`src/rtl/fft_frame_ctrl.sv`:
```
// Frame sequencer for the audio FFT: gathers samples into N-beat SOP/EOP frames for the core
// sink, tags core output beats with a bin index, and tracks frame completion and framing errors.
module fft_frame_ctrl #(
  parameter int unsigned N_LOG2 = 10,
  parameter int unsigned DATA_W = 16
) (
  input  logic              i_clk,
  input  logic              i_rst_n,
  input  logic              i_enable,
  input  logic              i_sample_valid,
  input  logic [DATA_W-1:0] i_sample,
  output logic              o_sink_valid,
  output logic              o_sink_sop,
  output logic              o_sink_eop,
  output logic [DATA_W-1:0] o_sink_data,
  input  logic              i_sink_ready,
  input  logic              i_src_valid,
  input  logic              i_src_sop,
  input  logic              i_src_eop,
  output logic              o_bin_valid,
  output logic [N_LOG2-1:0] o_bin_idx,
  output logic              o_frame_done,
  output logic [15:0]       o_frame_cnt,
  output logic [15:0]       o_drop_cnt,
  output logic              o_frame_err
);

  localparam logic [N_LOG2-1:0] LastIdx = '1;

  typedef enum logic [1:0] {StIdle, StFill, StWait} state_e;

  state_e              r_state, w_state_nxt;
  logic                r_hold_valid;
  logic [DATA_W-1:0]   r_hold_data;
  logic [N_LOG2-1:0]   r_in_cnt;
  logic [15:0]         r_drop_cnt;

  logic                r_started;
  logic [N_LOG2-1:0]   r_out_cnt;
  logic                r_bin_valid;
  logic [N_LOG2-1:0]   r_bin_idx;
  logic                r_done;
  logic [15:0]         r_frame_cnt;
  logic                r_err;

  logic                w_accept, w_last_accept, w_load, w_drop, w_src_eop_beat;
  logic [N_LOG2-1:0]   w_out_nxt, w_idx;
  logic                w_err;

  assign w_accept       = r_hold_valid & i_sink_ready;
  assign w_last_accept  = w_accept & (r_in_cnt == LastIdx);
  // A sample arriving as the EOP beat drains belongs to no frame, so it is dropped.
  assign w_load         = i_sample_valid & (r_state == StFill) &
                          (~r_hold_valid | (w_accept & ~w_last_accept));
  assign w_drop         = i_sample_valid & ((r_state == StWait) |
                                            ((r_state == StFill) & ~w_load));
  assign w_src_eop_beat = i_src_valid & i_src_eop;

  always_comb begin
    w_state_nxt = r_state;
    unique case (r_state)
      StIdle: if (i_enable) w_state_nxt = StFill;
      StFill: if (w_last_accept) w_state_nxt = StWait;
      StWait: if (w_src_eop_beat) w_state_nxt = i_enable ? StFill : StIdle;
      default: w_state_nxt = StIdle;
    endcase
  end

  always_ff @(posedge i_clk) begin
    if (!i_rst_n) begin
      r_state      <= StIdle;
      r_hold_valid <= 1'b0;
      r_hold_data  <= '0;
      r_in_cnt     <= '0;
      r_drop_cnt   <= '0;
    end else begin
      r_state <= w_state_nxt;
      if (w_load) begin
        r_hold_valid <= 1'b1;
        r_hold_data  <= i_sample;
      end else if (w_accept) begin
        r_hold_valid <= 1'b0;
      end
      if (w_accept) r_in_cnt <= r_in_cnt + 1'b1;
      if (w_drop && (r_drop_cnt != 16'hFFFF)) r_drop_cnt <= r_drop_cnt + 16'd1;
    end
  end

  assign o_sink_valid = r_hold_valid;
  assign o_sink_data  = r_hold_data;
  assign o_sink_sop   = r_hold_valid & (r_in_cnt == '0);
  assign o_sink_eop   = r_hold_valid & (r_in_cnt == LastIdx);
  assign o_drop_cnt   = r_drop_cnt;

  // r_out_cnt holds the index of the previous output beat; beats outside a frame tag as 0.
  always_comb begin
    w_out_nxt = r_out_cnt + 1'b1;
    w_idx     = (i_src_sop || !r_started) ? '0 : w_out_nxt;
    w_err     = i_src_valid & ((i_src_sop & r_started & (w_out_nxt != '0)) |
                               (~i_src_sop & ~r_started) |
                               (i_src_eop & (w_idx != LastIdx)));
  end

  always_ff @(posedge i_clk) begin
    if (!i_rst_n) begin
      r_started   <= 1'b0;
      r_out_cnt   <= '0;
      r_bin_valid <= 1'b0;
      r_bin_idx   <= '0;
      r_done      <= 1'b0;
      r_frame_cnt <= '0;
      r_err       <= 1'b0;
    end else begin
      r_bin_valid <= i_src_valid;
      r_done      <= w_src_eop_beat;
      if (i_src_valid) begin
        r_bin_idx <= w_idx;
        r_out_cnt <= w_idx;
        r_started <= ~i_src_eop;
      end
      if (w_src_eop_beat && (w_idx == LastIdx)) r_frame_cnt <= r_frame_cnt + 16'd1;
      if (w_err) r_err <= 1'b1;
    end
  end

  assign o_bin_valid  = r_bin_valid;
  assign o_bin_idx    = r_bin_idx;
  assign o_frame_done = r_done;
  assign o_frame_cnt  = r_frame_cnt;
  assign o_frame_err  = r_err;

endmodule
```
`config.mk`:
```
export PLATFORM = sky130hd
export DESIGN_NAME = fft_frame_ctrl
export DESIGN_NICKNAME = d
export VERILOG_FILES = /design/src/rtl/fft_frame_ctrl.sv
export SDC_FILE = /design/constraint.sdc
export NUM_CORES = 1
export LEC_CHECK = 0
export BUFFER_PORTS_ARGS = -buffer_cell sky130_fd_sc_hd__buf_4
export CELL_PAD_IN_SITES_DETAIL_PLACEMENT = 1
export CELL_PAD_IN_SITES_GLOBAL_PLACEMENT = 1
export CORE_UTILIZATION = 36
export DETAILED_ROUTE_END_ITERATION = 10
export PLACE_DENSITY_LB_ADDON = 0.3
export SLEW_MARGIN = 20
export SYNTH_ARGS = -nofsm -noshare
export SYNTH_HDL_FRONTEND = slang
export SYNTH_SLANG_ARGS = --single-unit
export TNS_END_PERCENT = 30
```
`constraint.sdc`:
```
create_clock -name i_clk -period 2.35 [get_ports i_clk]
set_clock_uncertainty 0.2 [all_clocks]
set_input_delay 0.235 -clock i_clk [delete_from_list [all_inputs] [get_ports i_clk]]
set_output_delay 0.235 -clock i_clk [all_outputs]
set_load 0.01 [all_outputs]
```
==> results.json <==
{
  "status": "finished, violations left",
  "violations": "negative setup slack",
  "grt_setup_unrepaired": "yes",
  "p_leak_nw": 2.16,
  "length_of_the_first_detailed_routing_pass_in_iterations": 4,
  "cp.required_ns": 2.43,
  "worst_setup_hold_path_clk_slew_ns": 0.09,
  "floorplan.initialDensity_pct": 37.2,
  "cts_sinks": 75,
  "hold-path-cell-count": 3,
  "vias_in_the_first_global_route": 3963,
  "cts_tree": "yes",
  "final_net_count": 607,
  "async_flop_share_pct": 0,
  "synth_largest_type_area_fraction_pct": 39.0,
  "period_needed_ns": 2.36,
  "relSlewSlack_pct": 51.2,
  "detail-route-antenna-nets": 0,
  "cell_types_occupying_the_most_area_after_synthesis": "sky130_fd_sc_hd__dfxtp_1, sky130_fd_sc_hd__mux2i_1, sky130_fd_sc_hd__a21oi_1, sky130_fd_sc_hd__nor2_1, sky130_fd_sc_hd__o31ai_1",
  "ys_types": 57,
  "critical_path.startpoint_type": "register",
  "cts_buffers": 9,
  "num_vias": 4000,
  "ir_worst_vdd_mv": 0.324,
  "finalSetupViolCount": 2,
  "synth_edf_count": 0,
  "synthDominantAreaCellType": "sky130_fd_sc_hd__dfxtp_1",
  "timing.final.max_slew_violations": 0,
  "hold_path_class": "input port to register",
  "cell_by_cell_trace_of_the_critical_path": "ha_4, nand3b_1, nor4_4, o211ai_1, buf_4, or4_1, a21oi_1",
  "multi_input_comb_area_mm2": 0.00237,
  "fmax_ghz": 0.423,
  "warning_count_from_the_yosys_run": 0,
  "drc": 0,
  "antennaDiodeCount": 0,
  "final_core_util_pct": 52.4,
  "worst-path-max-fanout": 5,
  "final_global_route_overflow_total": 0,
  "postSynth.topFlopCell": "sky130_fd_sc_hd__dfxtp_1",
  "die_area_mm2": 0.0111,
  "synth-seq-area-share_pct": 39.0,
  "critPathArrivalTime_ns": 2.45,
  "worst_path_max_delay_cell": "sky130_fd_sc_hd__or4_1",
  "final_critical_path_setup_slack_ns": -0.0119,
  "reg2regPathDepth": 7,
  "final_layout_size_suffix_gt1_share_pct": 31.7,
  "mappedNetlistNets": 481,
  "setup_tns_ns": -0.0138,
  "largest_net_degree_at_the_start_of_global_routing": 30,
  "num-fill-cells": 1210,
  "timing.final.hold_violations": 0,
  "whs_ns": 0.00355,
  "rows": 37,
  "wl_per_cell_um": 16.9,
  "first_pass_grt_wire_length_um": 19300,
  "coreArea_mm2": 0.0104,
  "syn_area_mm2": 0.00385,
  "place.detailed.hpwl_um": 7880,
  "ioPinCount": 88,
  "die-height_um": 105,
  "grt_antenna_before_repair": 0,
  "worst_setup_path_end_kind": "register",
  "cts.root.buffer_cell": "sky130_fd_sc_hd__clkbuf_8",
  "wirelength_um": 12200,
  "worst_slew_pin_slew_ns": 0.729,
  "power.density_cell_area_mw_per_mm2": 477,
  "clock_insertion_delay_worst_skew_ns": 0.35,
  "critical-path-max-stage-delay_ns": 0.42,
  "cts.path.max_buffers": 2,
  "postSynthCellCount": 452,
  "die_w_um": 105,
  "finalPower_mw": 2.59,
  "syn_to_final_growth_pct": 41.1,
  "grtUsageTotal_pct": 21.2,
  "final_cell_count_without_fillers": 719,
  "sequential_cell_area_mm2": 0.00151,
  "max-cap-violations": 0,
  "postSynthRegisterBits": 75,
  "cts-htree-levels": 3,
  "io_buffer_count": 87,
  "dpl.cell_count": 679,
  "globalplace.congestion": 0.871,
  "criticalPathCategory": "register to register",
  "route.detailed.vias_per_inst": 5.56,
  "synth.avg_cell_area_um2": 8.52,
  "drtIter0Drc": 111,
  "layout_worst_path_cycle_share_pct": 101
}
## worst max-delay path: cells and delay by family (launching register included)
family | cells | cell delay, ns
and+or+nand+nor | 3 | 0.90
buffers and inverters | 1 | 0.21
AOI/OAI and AO/OA | 2 | 0.35
adders and majority gates | 1 | 0.27
DFF | 1 | 0.37
## per-layer routing
layer	vias up	wire, um	global-route usage, %
li1	1920	-	-
met5	-	0	0
met4	0	201	6.44
met1	1981	5420	25.9
met2	78	6200	38.3
met3	21	340	3.03
## final cells by class
class	count	share of cell area [%]
Clock inverter	6	1.17
Timing Repair Buffer	141	20.9
Inverter	14	0.967
Multi-Input combinational cell	337	43.6
Sequential cell	75	27.7
Tap cell	136	3.13
Clock buffer	10	2.53
## per-stage QoR
| stage | cell area [um^2] | setup slack [ns] |
|---|---|---|
| after floorplan | 3850 | 0.106 |
| after global placement | 4770 | 0.107 |
| after detailed placement | 4770 | 0.0153 |
| after CTS | 5150 | -0.0214 |
| after global routing | 5440 | -0.122 |
| final | 5440 | -0.0119 |
## what timing repair did
item / CTS / global route
pin swaps: 0 / 24
hold buffers: 18 / 0
buffers inserted: 0 / 4
endpoints found under the hold margin: 18 / 0
gates resized for setup: 0 / 49
gates cloned: 0 / 2
endpoints found under the setup margin: 11 / 17
## synth_stat cells (3+ instances only)
cell type                   n
sky130_fd_sc_hd__dfxtp_1   75
sky130_fd_sc_hd__nor2_1    44
sky130_fd_sc_hd__a21oi_1   40
sky130_fd_sc_hd__nand2_1   28
sky130_fd_sc_hd__nand3_1   27
sky130_fd_sc_hd__mux2i_1   22
sky130_fd_sc_hd__o31ai_1   19
sky130_fd_sc_hd__or4_1     19
sky130_fd_sc_hd__nand4_1   18
sky130_fd_sc_hd__o21ai_0   17
sky130_fd_sc_hd__inv_1     12
sky130_fd_sc_hd__clkbuf_1  11
sky130_fd_sc_hd__or3_1     11
sky130_fd_sc_hd__and3_1     7
sky130_fd_sc_hd__and4_1     7
sky130_fd_sc_hd__buf_2      7
sky130_fd_sc_hd__nor4_1     6
sky130_fd_sc_hd__xor2_1     6
sky130_fd_sc_hd__and2_1     5
sky130_fd_sc_hd__ha_1       5
sky130_fd_sc_hd__nand2b_1   5
sky130_fd_sc_hd__nand3b_1   5
sky130_fd_sc_hd__nor3_1     4
sky130_fd_sc_hd__xnor2_1    4
sky130_fd_sc_hd__clkbuf_8   3
sky130_fd_sc_hd__nor2b_1    3
sky130_fd_sc_hd__nor4b_1    3
sky130_fd_sc_hd__o21a_1     3
## sequential cells by signal (all words and copies together), names as in the netlist, 2 cells and up
| register | cells |
|---|---|
| o_sink_data | 16 |
| o_drop_cnt | 16 |
| o_bin_idx | 10 |
| o_frame_cnt | 16 |
| r_state | 2 |
| r_in_cnt | 10 |
## logic make-up (layout without fill, tap and decap cells)
| logic type | count (synthesis) | count (layout) | share of synthesized area (%) |
|---|---|---|---|
| flip-flops | 75 | 75 | 39.0 |
| AND/OR/NAND/NOR | 204 | 204 | 30.2 |
| multiplexers | 22 | 22 | 5.72 |
| XOR/XNOR | 11 | 11 | 2.70 |
| buffers and inverters | 40 | 171 | 5.59 |
| adder cells (fa/ha/maj) | 5 | 5 | 1.62 |
| AO/OA/AOI/OAI | 95 | 95 | 15.2 |
## path summary, 6_finish.rpt
| check | startpoint | to | slack, ns |
|---|---|---|---|
| worst max-delay path | o_bin_idx[0] | o_frame_cnt[5] | -0.01 |
| worst min-delay path | i_sink_ready | r_in_cnt[1] | 0.004 |
| worst max register to register | o_bin_idx[0] | o_frame_cnt[5] | -0.01 |
| worst min register to register | o_frame_err | o_frame_err | 0.28 |
## report_power, final
group | total, mW | switching, mW | internal (mW) | leakage (nW)
Sequential | 1.31 | 0.0170 | 1.29 | 0.608
Combinational | 0.243 | 0.122 | 0.121 | 1.45
Clock | 1.04 | 0.521 | 0.520 | 0.0987
Total | 2.59 | 0.660 | 1.93 | 2.16
## cells in the final DEF, fill, tap and decap left out, types with 3 or more instances in the layout
cell / instances
sky130_fd_sc_hd__a21oi_1: 33
sky130_fd_sc_hd__a21oi_2: 7
sky130_fd_sc_hd__and2_1: 5
sky130_fd_sc_hd__and3_1: 7
sky130_fd_sc_hd__and4_1: 7
sky130_fd_sc_hd__buf_4: 119
sky130_fd_sc_hd__clkbuf_8: 10
sky130_fd_sc_hd__dfxtp_1: 73
sky130_fd_sc_hd__dlygate4sd3_1: 18
sky130_fd_sc_hd__ha_1: 4
sky130_fd_sc_hd__inv_1: 12
sky130_fd_sc_hd__mux2i_1: 22
sky130_fd_sc_hd__nand2_1: 28
sky130_fd_sc_hd__nand2b_1: 5
sky130_fd_sc_hd__nand3_1: 27
sky130_fd_sc_hd__nand3b_1: 5
sky130_fd_sc_hd__nand4_1: 18
sky130_fd_sc_hd__nor2_1: 44
sky130_fd_sc_hd__nor2b_1: 3
sky130_fd_sc_hd__nor3_1: 4
sky130_fd_sc_hd__nor4_1: 5
sky130_fd_sc_hd__o21a_1: 3
sky130_fd_sc_hd__o21ai_0: 16
sky130_fd_sc_hd__o31ai_1: 8
sky130_fd_sc_hd__o31ai_2: 3
sky130_fd_sc_hd__o31ai_4: 8
sky130_fd_sc_hd__or3_1: 11
sky130_fd_sc_hd__or4_1: 11
sky130_fd_sc_hd__or4_4: 8
sky130_fd_sc_hd__xnor2_1: 4
sky130_fd_sc_hd__xor2_1: 6
Note: power is estimated with default switching activity, not from simulation.
